[config.mk]
export PLATFORM = sky130hd
export DESIGN_NAME = pipe_ctrl_seq
export DESIGN_NICKNAME = d
export VERILOG_FILES = /design/src/rtl/pipe_pkg.sv /design/src/rtl/sat_counter.sv /design/src/rtl/pipe_ctrl_seq.sv
export SDC_FILE = /design/constraint.sdc
export NUM_CORES = 1
export LEC_CHECK = 0
export CORE_MARGIN = 10
export CORE_UTILIZATION = 27
export CTS_CLUSTER_SIZE = 8
export DETAILED_ROUTE_END_ITERATION = 7
export PLACE_DENSITY = 0.59
export SKIP_LAST_GASP = 1
export SLEW_MARGIN = 20
export SYNTH_ARGS = -nofsm -noshare
export SYNTH_HDL_FRONTEND = slang
export SYNTH_SLANG_ARGS = --single-unit
[constraint.sdc]
create_clock -name clk -period 2.5 [get_ports clk]
set_input_delay 0.5 -clock clk [delete_from_list [all_inputs] [get_ports clk]]
set_output_delay 0.5 -clock clk [all_outputs]
set_load 0.1 [all_outputs]
[src/rtl/pipe_pkg.sv]
// Shared definitions for the pipeline sequencer: FSM encoding, drain depth and
// the instruction word that flushed pipeline registers load.
package pipe_pkg;

    typedef enum logic [1:0] {
        RUN      = 2'd0,
        MEM_WAIT = 2'd1,
        DRAIN    = 2'd2,
        HALTED   = 2'd3
    } seq_state_t;

    localparam int DRAIN_CYC_DEF = 3;

    // sll $0,$0,0 -- the canonical MIPS NOP
    localparam logic [31:0] NOP_INSTR = 32'h0000_0000;

endpackage

[src/rtl/sat_counter.sv]
// Event counter that sticks at all-ones instead of wrapping.
module sat_counter #(
    parameter int CNT_W = 32
) (
    input  logic             clk,
    input  logic             rst_n,
    input  logic             inc,
    output logic [CNT_W-1:0] cnt
);

    function automatic logic [CNT_W-1:0] sat_inc(input logic [CNT_W-1:0] v);
        return (&v) ? v : v + 1'b1;
    endfunction

    always_ff @(posedge clk or negedge rst_n) begin
        if (!rst_n) begin
            cnt <= '0;
        end else if (inc) begin
            cnt <= sat_inc(cnt);
        end
    end

endmodule

[src/rtl/pipe_ctrl_seq.sv]
// Pipeline sequencer: merges load-use stall, branch flush, memory wait and HALT
// drain into per-stage enables/flushes, and keeps cycle/stall counters.
module pipe_ctrl_seq
    import pipe_pkg::*;
#(
    parameter int CNT_W     = 32,
    parameter int DRAIN_CYC = DRAIN_CYC_DEF
) (
    input  logic             clk,
    input  logic             rst_n,
    input  logic             stall_lu,
    input  logic             br_taken,
    input  logic             mem_busy,
    input  logic             halt_d,
    output logic             en_pc,
    output logic             en_fd,
    output logic             en_de,
    output logic             en_em,
    output logic             en_mw,
    output logic             flush_fd,
    output logic             flush_de,
    output logic             flush_em,
    output logic             done,
    output logic [CNT_W-1:0] cycle_cnt,
    output logic [CNT_W-1:0] stall_cnt
);

    localparam int DC_W = $clog2(DRAIN_CYC + 1);

    // Enable vector order: {pc, fd, de, em, mw}; flush order: {fd, de, em}
    localparam logic [4:0] EN_ALL    = 5'b11111;
    localparam logic [4:0] EN_BACK   = 5'b00111;
    localparam logic [4:0] EN_NO_PC  = 5'b01111;
    localparam logic [2:0] FL_ALL    = 3'b111;
    localparam logic [2:0] FL_BUBBLE = 3'b010;
    localparam logic [2:0] FL_FD     = 3'b100;

    seq_state_t      state, state_nxt;
    logic [DC_W-1:0] drain_cnt, drain_nxt;
    logic [4:0]      en;
    logic [2:0]      fl;
    logic            stall_inc;
    logic            cycle_inc;

    always_ff @(posedge clk or negedge rst_n) begin
        if (!rst_n) begin
            state     <= RUN;
            drain_cnt <= '0;
        end else begin
            state     <= state_nxt;
            drain_cnt <= drain_nxt;
        end
    end

    always_comb begin
        state_nxt = state;
        drain_nxt = drain_cnt;
        en        = '0;
        fl        = '0;
        stall_inc = 1'b0;
        case (state)
            // Once memory is ready, MEM_WAIT resolves the cycle exactly as RUN would
            RUN, MEM_WAIT: begin
                if (mem_busy) begin
                    stall_inc = 1'b1;
                    state_nxt = MEM_WAIT;
                end else if (br_taken) begin
                    en        = EN_ALL;
                    fl        = FL_ALL;
                    state_nxt = RUN;
                end else if (stall_lu) begin
                    en        = EN_BACK;
                    fl        = FL_BUBBLE;
                    stall_inc = 1'b1;
                    state_nxt = RUN;
                end else if (halt_d) begin
                    en        = EN_NO_PC;
                    fl        = FL_FD;
                    drain_nxt = DC_W'(DRAIN_CYC);
                    state_nxt = DRAIN;
                end else begin
                    en        = EN_ALL;
                    state_nxt = RUN;
                end
            end
            DRAIN: begin
                if (mem_busy) begin
                    stall_inc = 1'b1;
                end else if (br_taken) begin
                    // An older taken branch means the HALT was on a wrong path
                    en        = EN_ALL;
                    fl        = FL_ALL;
                    drain_nxt = '0;
                    state_nxt = RUN;
                end else begin
                    en = EN_BACK;
                    fl = FL_BUBBLE;
                    if (drain_cnt <= DC_W'(1)) begin
                        drain_nxt = '0;
                        state_nxt = HALTED;
                    end else begin
                        drain_nxt = drain_cnt - 1'b1;
                    end
                end
            end
            default: begin
                state_nxt = HALTED;
            end
        endcase
        if (!rst_n) begin
            en = '0;
            fl = '0;
        end
    end

    assign cycle_inc = (state != HALTED);
    assign done      = (state == HALTED);

    assign {en_pc, en_fd, en_de, en_em, en_mw} = en;
    assign {flush_fd, flush_de, flush_em}      = fl;

    sat_counter #(.CNT_W(CNT_W)) u_cycle_cnt (
        .clk   (clk),
        .rst_n (rst_n),
        .inc   (cycle_inc),
        .cnt   (cycle_cnt)
    );

    sat_counter #(.CNT_W(CNT_W)) u_stall_cnt (
        .clk   (clk),
        .rst_n (rst_n),
        .inc   (stall_inc),
        .cnt   (stall_cnt)
    );

endmodule

==> out/qor.yml, run 1 <==
run_status:
  outcome: "complete, no violations"
power_and_ir_drop:
  p_total_mw: 4.71
  peakVddDrop_uv: 862
  leakagePower_nw: 2.18
  p_per_area_nw_per_um2: 979
clock_network:
  ctsHoldBuffers: 0
  htreeDepth: 3
  cts_resized: 0
  cts_root_buf: "clkbuf_16"
  clkTransAtPathRegs_ns: 0.06
  cts_setup_buffers: 0
  cts_buffer_depth: 2
  clk_latency_ns: 0.34
  cts_tree: "done"
  clock_sink_count: 68
  numCtsBuffers: 9
drt:
  firstDrtPassIters: 4
  avgViaCountPerCell: 4.83
  drcViolationCount: 0
  final_antenna_net_count: 0
  wire_per_inst_um: 15.3
  dr.first_iter.drc_count: 96
  routed_wl_um: 9300
  num_vias: 2930
setup_path:
  r2r-start: "u_cycle_cnt.cnt[0]$_DFFE_PN0P_"
  crit_arrival_ns: 2.61
  critPathKind: "flip-flop to flip-flop"
  start_kind: "flip-flop"
  path_max_fanout: 7
  crit_path_end_kind: "flip-flop"
  crit_required_ns: 2.76
  cp-startpoint: "u_cycle_cnt.cnt[0]$_DFFE_PN0P_"
sta:
  drv_slew: 0
  slew_headroom_pct: 42.5
  rsz0062_at_grt: "no"
  holdWs_ns: 0.404
  period_minus_slack_ns: 2.35
  fin_crit_sh_pct: 93.9
  finClkSkew_ns: 0.00619
  fin_ws_ns: 0.152
  setup_viol: 0
  tightest_slew_ns: 0.863
  clock.fmax_mhz: 426
  fin_tns_setup_ns: 0
  hold_viol: 0
final_layout:
  num_antenna_cells: 0
  final_net_count: 438
  final_cell_area_um2: 4810
  area_delta_synth_final_pct: 39.4
  drive_gt1_share_pct: 33.3
die:
  ioPinCount: 79
  rows: 41
  initial_core_util_pct: 27.4
  die_h_um: 133
  fp.dieW_um: 133
  die-area_um2: 17700
  coreArea_um2: 12600
logic_synthesis:
  synth_area_per_cell_um2: 10.2
  synth_area_leaders: "dfrtp_1, xor2_1, xnor2_1, nand3_1, nand4_1"
  synth_area_um2: 3450
  synthCells: 339
  synth_top_cell_by_area: "dfrtp_1"
  ys_seq_elements: 68
  synth_top_area_share_pct: 49.3
  ys_types: 40
  synth.net_count: 347
  synth_warnings: 0
  synth.yosys.seq_area_share_pct: 49.3
placement:
  placed_cell_area_um2: 4490
  pre_cts_slack_ns: 0.0946
  portBuffers: 78
  hpwl_um: 6850
  gp_congestion: 0.813
global_routing:
  grt_pass1_vias: 3000
  grt_pass1_wl_um: 15700
  grt_max_degree: 69
  track_usage_pct: 10.8
  grt_antenna_before_repair: 0
  gr-total-overflow: 0
worst_hold_path:
  hp-class: "primary input to asynchronous set/reset pin"
flow_run:
  drv_cap: 0
-- worst paths after layout --
path | slack (ns) | cells after the start | end
max reg2reg | 0.15 | 7 | u_cycle_cnt.cnt[5]$_DFFE_PN0P_
min | 0.40 | 2 | u_cycle_cnt.cnt[29]$_DFFE_PN0P_
min reg2reg | 0.48 | 1 | u_cycle_cnt.cnt[14]$_DFFE_PN0P_
min in group clk | 0.48 | 1 | u_cycle_cnt.cnt[14]$_DFFE_PN0P_
max in group asynchronous | 1.46 | 2 | u_cycle_cnt.cnt[1]$_DFFE_PN0P_
max | 0.15 | 7 | u_cycle_cnt.cnt[5]$_DFFE_PN0P_
-- power by group --
group	total (mW)	switching, mW	leakage [nW]	internal, mW
Combinational	1.86	1.37	1.16	0.493
Clock	1.38	0.476	0.157	0.901
Sequential	1.47	0.202	0.867	1.27
Total	4.71	2.04	2.18	2.66
-- cells in the mapped netlist --
cell      number
buf_4          2
nor2b_1        3
mux2i_1        1
mux2_4         1
nor4b_1        4
xnor2_1       29
nand2_4        1
nand3_2        1
and3_1        12
dfrtp_1       68
nand3_1       32
and4b_1        1
nor4_1        14
nand2_2        1
nand4_1       25
a21bo_2        1
nand2b_1       3
nor2_1        14
clkbuf_1       8
nand3b_1       1
a31oi_2        1
or4b_1         1
a21boi_0       1
o31ai_1        1
nand2_1       22
or3b_1         1
or3_1          1
and4_1         8
xor2_1        32
ha_1           2
nor3b_1        1
buf_6          1
and2_1         3
nor3_1        20
mux2_2         1
o21ai_0        7
buf_2          3
a21oi_1        4
or4_1          2
inv_1          5
-- critical path: stages, from the launching register on --
cell     delay, ns
dfrtp_4       0.40
ha_1          0.19
nand4_1       0.12
or4_1         0.52
or4_1         0.56
buf_4         0.23
nand4_1       0.13
xnor2_1       0.13
-- through the flow --
step / utilization, % / cells
global route: 38.2 / 607
detailed placement: 35.7 / 591
CTS: 38.2 / 607
finish: 38.2 / 607
global placement: 35.7 / 591
floorplan: - / 339
-- per-layer routing --
metal  GRT usage, %  part of all wire [%]  up-vias
met5              0                     0        -
met4           3.97                   1.5        0
met3           3.86                   6.0       14
met2           17.2                    47       96
met1           13.2                    45     1410
li1               -                     -     1410
-- registers in the layout, summed over array words and instances, names as in the netlist --
name             count
state                2
u_stall_cnt.cnt     32
u_cycle_cnt.cnt     32
drain_cnt            2
-- area by class of cell --
class | count | area [um2]
fillers | 1228 | 7760
flip-flops and latches | 68 | 1740
multi-input cells | 252 | 1670
repair buffers | 94 | 838
clock buffers | 12 | 246
well taps | 172 | 215
clock inverters | 4 | 73.8
inverters | 5 | 18.8
-- cell families (layout without fill, tap and decap cells) --
group,after synthesis,after routing,share of synthesized area (%)
simple gates,171,171,28.1
xor+xnor,61,61,15.5
flops,68,68,49.3
fa+ha+maj,2,2,0.726
mux,3,3,1.05
buf+inv,19,115,2.61
compound gates,15,15,2.69
-- cell usage in the layout (no fill, tap or decap), types with 2 or more instances in the layout --
cell type        synthesis  routed
buf_4                    2      79
bufinv_16                0       2
and2_2                   0       2
xor2_1                  32      32
inv_1                    5       5
a21oi_1                  4       3
nand3_1                 32      32
dfrtp_1                 68      39
clkbuf_1                 8       2
or4_1                    2       2
dfrtp_2                  0      27
clkdlybuf4s50_1          0       4
xnor2_1                 29      29
nor3_1                  20      20
ha_1                     2       2
nand4_1                 25      25
nand2_1                 22      22
nor2_1                  14      13
o21ai_0                  7       7
nor4b_1                  4       4
dfrtp_4                  0       2
and3_1                  12      12
nor4_1                  14      13
nand2b_1                 3       3
buf_12                   0      10
and4_1                   8       8
clkbuf_16                0       9
nor2b_1                  3       3
Power figures use the tool's default switching activity.
==> run 2: changes to the inputs <==
--- a/config.mk
+++ b/config.mk
@@ -7,11 +7,12 @@
 export LEC_CHECK = 0
 export CORE_MARGIN = 10
 export CORE_UTILIZATION = 27
-export CTS_CLUSTER_SIZE = 8
+export CTS_CLUSTER_SIZE = 30
 export DETAILED_ROUTE_END_ITERATION = 7
 export PLACE_DENSITY = 0.59
 export SKIP_LAST_GASP = 1
 export SLEW_MARGIN = 20
 export SYNTH_ARGS = -nofsm -noshare
 export SYNTH_HDL_FRONTEND = slang
+export SYNTH_HIERARCHICAL = 1
 export SYNTH_SLANG_ARGS = --single-unit
==> run 2 against run 1 <==
Register-to-register slack improved by 0.26 ns. Critical path depth did not move. Sequential power barely moved. Count of clock-buffer cells in the layout rose by 3. Via count fell by 2.1%. Die area rose by 2.6%. Non-clock buffer count fell by 2. First-iteration DRC count rose by 84%. Area after synthesis rose by 3.1%.
==> out/qor.yml, run 2 <==
global_routing:
  grt_pass1_wl_um: 16000
  grt_max_degree: 38
  track_usage_pct: 10.8
  grt_antenna_before_repair: 0
  gr-total-overflow: 0
  grt_pass1_vias: 2941
logic_synthesis:
  synth_compound_area_share_pct: 7.57
  synthCells: 335
  ys_types: 53
  synth.yosys.seq_area_share_pct: 47.9
  synthMuxAreaShare_pct: 1.37
  synthSimpleGateAreaFrac_pct: 25.8
  synth_most_common_cell: "dfrtp_1"
  synthXorXnorAreaFrac_pct: 13.8
  ys_seq_elements: 68
  async_reset_ff_share_pct: 100
  synth_top_area_share_pct: 47.9
  ys.flop_type: "dfrtp_1"
  synth_common_cells: "dfrtp_1, xnor2_1, nand2_1"
  synth_fa_ha_area_share_pct: 0.704
  synth_area_leaders: "dfrtp_1, xnor2_1, xor2_1, nand4_1, nand2_1"
  synth_edf_count: 0
  synth_area_per_cell_um2: 10.6
  synth_top_cell_by_area: "dfrtp_1"
  synth_area_um2: 3560
  synth_top_family_by_area: "simple AND/OR/NAND/NOR gates"
  synth_warnings: 6
  synth.net_count: 343
sta:
  holdWs_ns: 0.279
  period_minus_slack_ns: 2.34
  drv_slew: 0
  tightest_slew_ns: 0.531
  setup_viol: 0
  fin_tns_setup_ns: 0
  slew_headroom_pct: 64.3
  clock.fmax_mhz: 428
  finClkSkew_ns: 0.00325
  hold_viol: 0
  fin_ws_ns: 0.164
  rsz0062_at_grt: "no"
  fin_crit_sh_pct: 93.5
power_and_ir_drop:
  peakVddDrop_uv: 503
  p_per_area_nw_per_um2: 914
  p_total_mw: 4.48
  leakagePower_nw: 2.19
setup_path:
  crit_required_ns: 2.00
  reg2regPathDepth: 6
  path_max_fanout: 6
  crit_top_cell: "buf_4"
  cp_slowest_cell: "clkdlybuf4s50_1"
  r2r-start: "state[1]$_DFFE_PN0P_"
  critPathKind: "primary input to primary output"
  rrSetupSlack_ns: 0.41
  crit_path_max_incr_delay_ns: 0.44
  crit_arrival_ns: 1.84
  start_kind: "primary input"
  cp_cell_sequence: "clkdlybuf4s50_1, inv_1, buf_4, nand2_1, buf_4, a211oi_4, buf_12"
  crit_path_end_kind: "primary output"
  timing.rr.end: "u_cycle_cnt/cnt[11]$_DFFE_PN0P_"
clock_network:
  cts_setup_buffers: 0
  cts_root_buf: "clkbuf_16"
  numCtsBuffers: 9
  cts_tree: "done"
  htreeDepth: 3
  cts_buffer_depth: 2
  cts_resized: 0
  clock_sink_count: 68
  clkTransAtPathRegs_ns: 0.05
  ctsHoldBuffers: 0
  clk_latency_ns: 0.33
placement:
  pre_cts_slack_ns: -0.135
  gp_congestion: 0.823
  portBuffers: 78
  hpwl_um: 7320
final_layout:
  drive_gt1_share_pct: 34.3
  final_common_cell: "buf_4"
  top_regs: "u_cycle_cnt/cnt x32, u_stall_cnt/cnt x32"
  num_antenna_cells: 0
  area_delta_synth_final_pct: 37.8
  layout_common_cells: "buf_4, dfrtp_1, xnor2_1"
  final_util_pct: 38.4
  final_net_count: 438
die:
  die_h_um: 135
  initial_core_util_pct: 27.8
  fp.dieW_um: 135
  ioPinCount: 79
  rows: 41
  die-area_um2: 18200
  coreArea_um2: 12800
worst_hold_path:
  hp-class: "primary input to asynchronous set/reset pin"
drt:
  drcViolationCount: 0
  wire_per_inst_um: 15.7
  dr.first_iter.drc_count: 177
  firstDrtPassIters: 5
  final_antenna_net_count: 0
  avgViaCountPerCell: 4.72
  routed_wl_um: 9510
  num_vias: 2868
flow_run:
  drv_cap: 0
run_status:
  outcome: "complete, no violations"
run 2: cell count changes after synthesis, sizes merged, moves of 6 or more:
| cell | delta |
|---|---|
| inv | +6 |
| nor4 | -12 |
| clkbuf | -6 |
| xnor2 | +10 |
| nor2 | +8 |
| xor2 | -15 |
| nand3 | -15 |
run 2: worst max-delay path by stage:
| stage | startpoint | end | slack, ns |
|---|---|---|---|
| detailed placement | stall_lu | u_stall_cnt/cnt[10]$_DFFE_PN0P_ | -0.13 |
| global placement | stall_lu | u_stall_cnt/cnt[22]$_DFFE_PN0P_ | -0.09 |
| floorplan | state[1]$_DFFE_PN0P_ | flush_em | -0.45 |
| finish | mem_busy | en_pc | 0.16 |
| global route | stall_lu | u_stall_cnt/cnt[10]$_DFFE_PN0P_ | 0.04 |
| CTS | mem_busy | en_pc | 0.16 |
run 2: layout make-up:
class | instances | area, um2
inverter | 11 | 45.0
sequential | 68 | 1720
clock buffer | 15 | 268
fill | 1250 | 7870
clock inverter | 1 | 30.0
tap | 172 | 215
timing repair buffer | 92 | 811
multi-input combinational | 248 | 1820
run 2: kinds of logic after synthesis:
logic type / Yosys count
buffers and inverters: 19
AO/OA/AOI/OAI: 32
flip-flops: 68
AND/OR/NAND/NOR: 154
XOR/XNOR: 56
adder cells (fa/ha/maj): 2
multiplexers: 4
run 2: per-stage QoR:
stage | area [um2] | instances
global route | 4900 | 607
detailed placement | 4600 | 591
floorplan | 3670 | 335
CTS | 4900 | 607
global placement | 4600 | 591
finish | 4900 | 607
run 2: routing by layer:
layer	wire length, um	GRT usage, %	up-vias
met5	0	0	-
met4	132	4.11	0
met3	568	3.34	7
met2	4190	15.7	67
met1	4620	14.7	1402
li1	-	-	1392
run 2: where the power goes:
| part | leakage (nW) | internal, mW | switching (mW) |
|---|---|---|---|
| Clock | 0.144 | 0.828 | 0.450 |
| Combinational | 1.16 | 0.433 | 1.29 |
| Sequential | 0.893 | 1.26 | 0.228 |
| Total | 2.19 | 2.52 | 1.96 |
run 2: worst max-delay path: cells and delay by family:
| kind | cells | cell delay (ns) |
|---|---|---|
| buffers and inverters | 5 | 1.04 |
| AOI/OAI and AO/OA | 1 | 0.25 |
| and+or+nand+nor | 1 | 0.04 |
